==> config.mk <==
export PLATFORM = sky130hd
export DESIGN_NAME = lv_spi_master_flat
export DESIGN_NICKNAME = d
export VERILOG_FILES = /design/src/rtl/lv_spi_master_if.sv /design/src/rtl/lv_spi_master.sv /design/src/flat_wrapper.sv
export SDC_FILE = /design/constraint.sdc
export NUM_CORES = 1
export LEC_CHECK = 0
export CAP_MARGIN = 0
export CORE_MARGIN = 3
export CORE_UTILIZATION = 45
export CTS_CLUSTER_DIAMETER = 50
export DETAILED_ROUTE_END_ITERATION = 10
export GPL_ROUTABILITY_DRIVEN = 0
export PLACE_DENSITY = 0.69
export SYNTH_ARGS = -nofsm -noshare
export SYNTH_HDL_FRONTEND = slang
export SYNTH_SLANG_ARGS = --single-unit
==> constraint.sdc <==
create_clock -name i_clk -period 5.5 [get_ports i_clk]
set_input_delay 1.1 -clock i_clk [delete_from_list [all_inputs] [get_ports i_clk]]
set_output_delay 1.1 -clock i_clk [all_outputs]
set_load 0.005 [all_outputs]
==> src/rtl/lv_spi_master_if.sv <==
// Request/response and SPI pin bundle for lv_spi_master.
// The master modport is the initiator's view; slave is the harness/bridge view.
interface lv_spi_master_if #(
  parameter int FRAME_W = 16
);
  logic               i_start;
  logic [FRAME_W-1:0] i_tx_data;
  logic               i_abort;
  logic               o_ready;
  logic [FRAME_W-1:0] o_rx_data;
  logic               o_rx_vld;
  logic               o_spi_sclk;
  logic               o_spi_csb;
  logic               o_spi_mosi;
  logic               i_spi_miso;

  modport master (
    input  i_start, i_tx_data, i_abort, i_spi_miso,
    output o_ready, o_rx_data, o_rx_vld, o_spi_sclk, o_spi_csb, o_spi_mosi
  );

  modport slave (
    output i_start, i_tx_data, i_abort, i_spi_miso,
    input  o_ready, o_rx_data, o_rx_vld, o_spi_sclk, o_spi_csb, o_spi_mosi
  );
endinterface

==> src/rtl/lv_spi_master.sv <==
// Mode-0 SPI initiator for the LV die core: one full-duplex MSB-first frame per request.
// All pin outputs are registered; SCLK only toggles on half-period terminal count.
module lv_spi_master #(
  parameter int FRAME_W = 16,
  parameter int CLK_DIV = 4,
  parameter int CS_GAP  = 4
) (
  input  logic            i_clk,
  input  logic            i_rst,
  lv_spi_master_if.master bus
);
  localparam int DW = $clog2(CLK_DIV + 1);
  localparam int BW = $clog2(FRAME_W + 1);
  localparam int GW = $clog2(CS_GAP + 1);
  localparam logic [DW-1:0] DIV_LAST = DW'(CLK_DIV - 1);
  localparam logic [BW-1:0] BIT_LAST = BW'(FRAME_W - 1);
  // GAP ends one cycle early so the next request is sampled exactly CS_GAP edges after CSB rises.
  localparam logic [GW-1:0] GAP_LAST = GW'((CS_GAP > 1) ? CS_GAP - 2 : 0);

  typedef enum logic [2:0] {
    ST_IDLE,
    ST_SETUP,
    ST_SHIFT,
    ST_HOLD,
    ST_GAP
  } state_t;

  localparam state_t GAP_ENTRY = (CS_GAP > 1) ? ST_GAP : ST_IDLE;

  state_t             state_q, state_d;
  logic [DW-1:0]      div_q, div_d;
  logic [BW-1:0]      bit_q, bit_d;
  logic [GW-1:0]      gap_q, gap_d;
  logic [FRAME_W-1:0] tx_sr_q, tx_sr_d;
  logic [FRAME_W-1:0] rx_sr_q, rx_sr_d;
  logic [FRAME_W-1:0] rx_data_q, rx_data_d;
  logic               rx_vld_q, rx_vld_d;
  logic               sclk_q, sclk_d;
  logic               csb_q, csb_d;
  logic               mosi_q, mosi_d;
  logic               div_term;

  assign div_term = (div_q == DIV_LAST);

  always_comb begin
    state_d   = state_q;
    div_d     = div_q;
    bit_d     = bit_q;
    gap_d     = gap_q;
    tx_sr_d   = tx_sr_q;
    rx_sr_d   = rx_sr_q;
    rx_data_d = rx_data_q;
    rx_vld_d  = 1'b0;
    sclk_d    = sclk_q;
    csb_d     = csb_q;
    mosi_d    = mosi_q;

    case (state_q)
      ST_IDLE: begin
        if (bus.i_start) begin
          tx_sr_d = bus.i_tx_data;
          rx_sr_d = '0;
          csb_d   = 1'b0;
          mosi_d  = bus.i_tx_data[FRAME_W-1];
          div_d   = '0;
          bit_d   = '0;
          state_d = ST_SETUP;
        end
      end

      ST_SETUP, ST_SHIFT, ST_HOLD: begin
        if (bus.i_abort) begin
          // Abort beats any edge due this cycle, including a sampling rise.
          sclk_d  = 1'b0;
          csb_d   = 1'b1;
          mosi_d  = 1'b0;
          gap_d   = '0;
          state_d = GAP_ENTRY;
        end else if (!div_term) begin
          div_d = div_q + DW'(1);
        end else begin
          div_d = '0;
          case (state_q)
            ST_SETUP: begin
              sclk_d  = 1'b1;
              rx_sr_d = {rx_sr_q[FRAME_W-2:0], bus.i_spi_miso};
              state_d = ST_SHIFT;
            end
            ST_SHIFT: begin
              if (sclk_q) begin
                sclk_d  = 1'b0;
                tx_sr_d = tx_sr_q << 1;
                mosi_d  = tx_sr_q[FRAME_W-2];
                bit_d   = bit_q + BW'(1);
                if (bit_q == BIT_LAST) begin
                  mosi_d  = 1'b0;
                  state_d = ST_HOLD;
                end
              end else begin
                sclk_d  = 1'b1;
                rx_sr_d = {rx_sr_q[FRAME_W-2:0], bus.i_spi_miso};
              end
            end
            default: begin
              csb_d     = 1'b1;
              rx_data_d = rx_sr_q;
              rx_vld_d  = 1'b1;
              gap_d     = '0;
              state_d   = GAP_ENTRY;
            end
          endcase
        end
      end

      ST_GAP: begin
        if (gap_q == GAP_LAST) begin
          state_d = ST_IDLE;
        end else begin
          gap_d = gap_q + GW'(1);
        end
      end

      default: state_d = ST_IDLE;
    endcase
  end

  always_ff @(posedge i_clk or posedge i_rst) begin
    if (i_rst) begin
      state_q   <= ST_IDLE;
      div_q     <= '0;
      bit_q     <= '0;
      gap_q     <= '0;
      tx_sr_q   <= '0;
      rx_sr_q   <= '0;
      rx_data_q <= '0;
      rx_vld_q  <= 1'b0;
      sclk_q    <= 1'b0;
      csb_q     <= 1'b1;
      mosi_q    <= 1'b0;
    end else begin
      state_q   <= state_d;
      div_q     <= div_d;
      bit_q     <= bit_d;
      gap_q     <= gap_d;
      tx_sr_q   <= tx_sr_d;
      rx_sr_q   <= rx_sr_d;
      rx_data_q <= rx_data_d;
      rx_vld_q  <= rx_vld_d;
      sclk_q    <= sclk_d;
      csb_q     <= csb_d;
      mosi_q    <= mosi_d;
    end
  end

  assign bus.o_ready    = (state_q == ST_IDLE);
  assign bus.o_rx_data  = rx_data_q;
  assign bus.o_rx_vld   = rx_vld_q;
  assign bus.o_spi_sclk = sclk_q;
  assign bus.o_spi_csb  = csb_q;
  assign bus.o_spi_mosi = mosi_q;
endmodule

==> src/flat_wrapper.sv <==
// flat-port wrapper written by rule: the top's interface ports become plain ports
module lv_spi_master_flat 
#(
  parameter int FRAME_W = 16,
  parameter int CLK_DIV = 4,
  parameter int CS_GAP  = 4
)
  (i_clk, i_rst, bus_i_start, bus_i_tx_data, bus_i_abort, bus_i_spi_miso, bus_o_ready, bus_o_rx_data, bus_o_rx_vld, bus_o_spi_sclk, bus_o_spi_csb, bus_o_spi_mosi);
  lv_spi_master_if #(.FRAME_W(FRAME_W)) bus_i ();
  input  logic i_clk;
  input  logic i_rst;
  input wire logic [$bits(bus_i.i_start)-1:0] bus_i_start;
  input wire logic [$bits(bus_i.i_tx_data)-1:0] bus_i_tx_data;
  input wire logic [$bits(bus_i.i_abort)-1:0] bus_i_abort;
  input wire logic [$bits(bus_i.i_spi_miso)-1:0] bus_i_spi_miso;
  output wire logic [$bits(bus_i.o_ready)-1:0] bus_o_ready;
  output wire logic [$bits(bus_i.o_rx_data)-1:0] bus_o_rx_data;
  output wire logic [$bits(bus_i.o_rx_vld)-1:0] bus_o_rx_vld;
  output wire logic [$bits(bus_i.o_spi_sclk)-1:0] bus_o_spi_sclk;
  output wire logic [$bits(bus_i.o_spi_csb)-1:0] bus_o_spi_csb;
  output wire logic [$bits(bus_i.o_spi_mosi)-1:0] bus_o_spi_mosi;
  assign bus_i.i_start = bus_i_start;
  assign bus_i.i_tx_data = bus_i_tx_data;
  assign bus_i.i_abort = bus_i_abort;
  assign bus_i.i_spi_miso = bus_i_spi_miso;
  assign bus_o_ready = bus_i.o_ready;
  assign bus_o_rx_data = bus_i.o_rx_data;
  assign bus_o_rx_vld = bus_i.o_rx_vld;
  assign bus_o_spi_sclk = bus_i.o_spi_sclk;
  assign bus_o_spi_csb = bus_i.o_spi_csb;
  assign bus_o_spi_mosi = bus_i.o_spi_mosi;
  lv_spi_master #(.FRAME_W(FRAME_W), .CLK_DIV(CLK_DIV), .CS_GAP(CS_GAP)) u_core (.i_clk(i_clk), .i_rst(i_rst), .bus(bus_i));
endmodule
==> impl_metrics.csv <==
group,metric,value,unit
outcome,result_of_the_run,"complete, no violations",
setup_path,critical_path_arrival,2.02,ns
logic_synthesis,syn_avg_cell_area,10.47,sq um
global_route,vias_in_the_first_global_route,2054,
cells_and_area,finish.net_count,353,
logic_synthesis,mappedNetlistArea,2994,sq um
logic_synthesis,synth.yosys.seq_area_share,54.37,%
job,max_cap_viol_count,0,
hold_path,hold_depth,1,
power,total_leakage_power,1.650,nW
clock_network,clkSinkCount,65,
logic_synthesis,leading_cell_types_by_total_area_after_synthesis,"sky130_fd_sc_hd__dfrtp_1, sky130_fd_sc_hd__mux2_2, sky130_fd_sc_hd__nand2_1",
clock_network,max-clock-path-buffers,2,
setup_path,timing.setup.critical_path_class,"reg2out",
setup_path,reg2regPathDepth,6,
logic_synthesis,synthArstFlopShare,100.0,%
setup_path,worstPathMaxFanout,16,
route,detail_route.vias_per_cell,5.292,
clock_network,cts.root.buffer_cell,"sky130_fd_sc_hd__clkbuf_8",
power,power-per-cell-area,411.6,nW/um^2
sta,max_slew_margin,46.05,%
floorplan,fp.dieW,87.57,microns
logic_synthesis,primary_ff_master_synth,"sky130_fd_sc_hd__dfrtp_1",
route,route.antenna.remaining_nets,0,
global_route,grt_remaining_overflow,0,
setup_path,worstSetupStartpointType,"register",
sta,setup_viol,0,
logic_synthesis,synth_seq_cells,65,
hold_path,hp-class,"reg2reg",
clock_network,cts.htree.levels,3,
sta,tightestPinTransition,0.8092,ns
clock_network,postCtsSetupRepairBufs,0,
clock_network,cts-hold-fix-buffers,0,
global_route,top_usage_layer,"met1",
setup_path,worst_path_largest_cell_delay,0.62,ns
setup_path,worst-r2r-setup-slack,3.18,ns
logic_synthesis,post-synth-top-area-fraction,53.49,%
clock_network,clock_tree_from_tritoncts,"yes",
logic_synthesis,yosysWarningCount,0,
cells_and_area,syn2layout_area_growth,22.36,%
cells_and_area,fraction_of_final_layout_cells_with_drive_strength_greater_than_1,17.22,%
route,detail_route.first_pass.iterations,4,
cells_and_area,insertedDiodeCount,0,
route,wire_per_inst,13.59,microns
setup_path,critPathSlowestCell,"sky130_fd_sc_hd__dfrtp_1",
global_route,largest_net_degree_at_the_start_of_global_routing,66,
sta,rsz0062_at_grt,"no",
setup_path,reg2reg_to,"u_core.bit_q[3]",
sta,clock_skew,0.006961,ns
placement,hpwl,3.627,mm
clock_network,post_cts_resize_count,0,
sta,min_period_over_period,56.72,%
global_route,grt_first_pass_wirelength,9.687,mm
sta,whs,0.4884,ns
global_route,groute.layer.met3.usage,4.704,%
setup_path,cp-end-kind,"output port",
setup_path,cp.required,4.40,ns
global_route,grt_use_met2,22.81,%
sta,fin_tns_setup,0,ns
floorplan,die_height,87.57,microns
placement,place.port_buffers,41,
sta,finalMaxSlewViolations,0,
logic_synthesis,synth_cells,286,
power,power.total,0.001508,W
route,route.vias.total,2159,
floorplan,die_area,7669,sq um
setup_path,crit_path_cell_trace,"or2_2 > nor2_1 > clkdlybuf4s50_1",
logic_synthesis,synth.net_count,312,
sta,report.final.hold_viol_count,0,
hold_path,hold_start,"u_core.gap_q[2]",
global_route,number_of_antenna_violations_at_the_first_check_in_global_routing,0,
setup_path,r2r_start,"u_core.div_q[0]",
route,route.final.wire_length,5.543,mm
route,drt_drc_violations_left,0,
global_route,grt_util_all_layers,16.42,%
sta,timing.fmax,0.3205,GHz
logic_synthesis,synth_largest_area_cell,"sky130_fd_sc_hd__dfrtp_1",
clock_network,clk_transition_reported_paths,0.07,ns
clock_network,clock_latency,0.34,ns
cells_and_area,fillCellCount,556,
logic_synthesis,synthDistinctLibCells,40,
route,drt_iter0_markers,115,
floorplan,std_cell_rows,29,
floorplan,io_pins,42,
global_route,grt_util_met1,23.93,%
hold_path,holdPathEnd,"u_core.gap_q[2]",
sta,finalCriticalPeriod,3.120,ns
floorplan,coreArea,6386,sq um
floorplan,initial_core_utilization,46.88,%
power,peakVddDrop,0.2550,mV
clock_network,numCtsBuffers,9,
logic_synthesis,synth_enable_flop_cells,0,
[kinds of logic (layout without fill, tap and decap cells)]
kind of cell / count (synthesis) / in the layout / synth area share [%]
xor+xnor: 1 / 1 / 0.2926
fa+ha+maj: 5 / 5 / 2.089
flops: 65 / 65 / 54.37
buf+inv: 34 / 79 / 4.806
mux: 36 / 36 / 13.12
simple gates: 99 / 99 / 14.88
compound gates: 46 / 46 / 10.45
[Yosys cell counts (2+ instances only)]
library cell                n
sky130_fd_sc_hd__a21oi_1    7
sky130_fd_sc_hd__a31oi_1   15
sky130_fd_sc_hd__buf_2     10
sky130_fd_sc_hd__clkbuf_1   6
sky130_fd_sc_hd__dfrtp_1   64
sky130_fd_sc_hd__ha_1       5
sky130_fd_sc_hd__inv_1     17
sky130_fd_sc_hd__mux2_2    25
sky130_fd_sc_hd__mux2i_1   10
sky130_fd_sc_hd__nand2_1   42
sky130_fd_sc_hd__nand2b_1   3
sky130_fd_sc_hd__nand3_1    5
sky130_fd_sc_hd__nor2_1    36
sky130_fd_sc_hd__nor2b_1    2
sky130_fd_sc_hd__nor3_1     2
sky130_fd_sc_hd__o21ai_0   11
sky130_fd_sc_hd__o21bai_1   2
sky130_fd_sc_hd__or2_2      2
[registers in the layout, indices dropped and copies added, names as in the netlist]
register	cells
u_core.div_q	3
u_core.bus.o_spi_csb	1
u_core.bit_q	5
u_core.bus.o_spi_sclk	1
u_core.bus.o_rx_vld	1
u_core.state_q	3
u_core.bus.o_rx_data	16
u_core.gap_q	3
u_core.rx_sr_q	16
u_core.bus.o_spi_mosi	1
u_core.tx_sr_q	15
[critical path, delay by kind of cell, from the launching register on]
| family | cells | cell delay, ns |
|---|---|---|
| buffers and inverters | 1 | 0.52 |
| flip-flops | 1 | 0.62 |
| AND/OR/NAND/NOR | 2 | 0.54 |
[power by group]
| part | internal (W) | leakage, nW | switching [W] |
|---|---|---|---|
| Sequential | 0.000575 | 0.849 | 0.0000877 |
| Combinational | 0.000198 | 0.703 | 0.000249 |
| Clock | 0.000218 | 0.0981 | 0.000180 |
[worst max-delay path by stage]
stage | start | to | slack (ns) | depth (start not counted)
2_1_floorplan | bus_i_abort | u_core.bit_q[3] | 2.74 | 5
3_3_place_gp | bus_i_abort | u_core.bit_q[3] | 2.09 | 6
3_5_place_dp | bus_i_abort | u_core.bit_q[3] | 2.02 | 6
4_1_cts | u_core.state_q[1] | bus_o_ready | 2.36 | 3
5_1_grt | bus_i_abort | u_core.bit_q[3] | 2.24 | 6
6_report | u_core.state_q[1] | bus_o_ready | 2.38 | 3
[layer usage]
layer / part of all wire [%] / wire length (microns)
met1: 49 / 2718
met2: 45 / 2503
met3: 4.3 / 239
met4: 1.4 / 80
met5: 0 / 0
[layout by cell type, fill, tap and decap left out, drive strengths merged, types with 2 or more instances in the layout]
cell type / synthesis / layout
o21bai: 2 / 2
nand3: 5 / 5
nor2: 36 / 36
clkbuf: 6 / 10
nor2b: 2 / 2
clkinv: 0 / 3
ha: 5 / 5
dfrtp: 64 / 64
nand2: 42 / 42
inv: 17 / 17
or2: 2 / 2
nor3: 3 / 3
buf: 11 / 6
a21oi: 7 / 7
o21ai: 11 / 11
a31oi: 15 / 15
nand2b: 3 / 3
mux2i: 10 / 10
mux2: 26 / 26
clkdlybuf4s50: 0 / 41
[area by class of cell]
| type | count | area, sq um | share of cell area, % |
|---|---|---|---|
| clock buffer | 10 | 137.6 | 3.757 |
| clock inverter | 5 | 56.30 | 1.537 |
| inverter | 17 | 63.81 | 1.742 |
| multi-input combinational | 187 | 1226 | 33.47 |
| sequential | 65 | 1628 | 44.43 |
| tap | 77 | 96.34 | 2.630 |
| timing repair buffer | 47 | 455.4 | 12.43 |
[metrics by stage]
stage | utilization, % | instances | instance area [sq um] | worst slack [ns]
final | 57.37 | 408 | 3664 | 2.380
after global routing | 57.37 | 408 | 3664 | 2.245
after CTS | 57.37 | 408 | 3664 | 2.364
after detailed placement | 54.33 | 393 | 3470 | 2.025
after global placement | 54.33 | 393 | 3470 | 2.090
after floorplan | - | 286 | 2994 | 2.739
(Power assumes the default switching activity.)
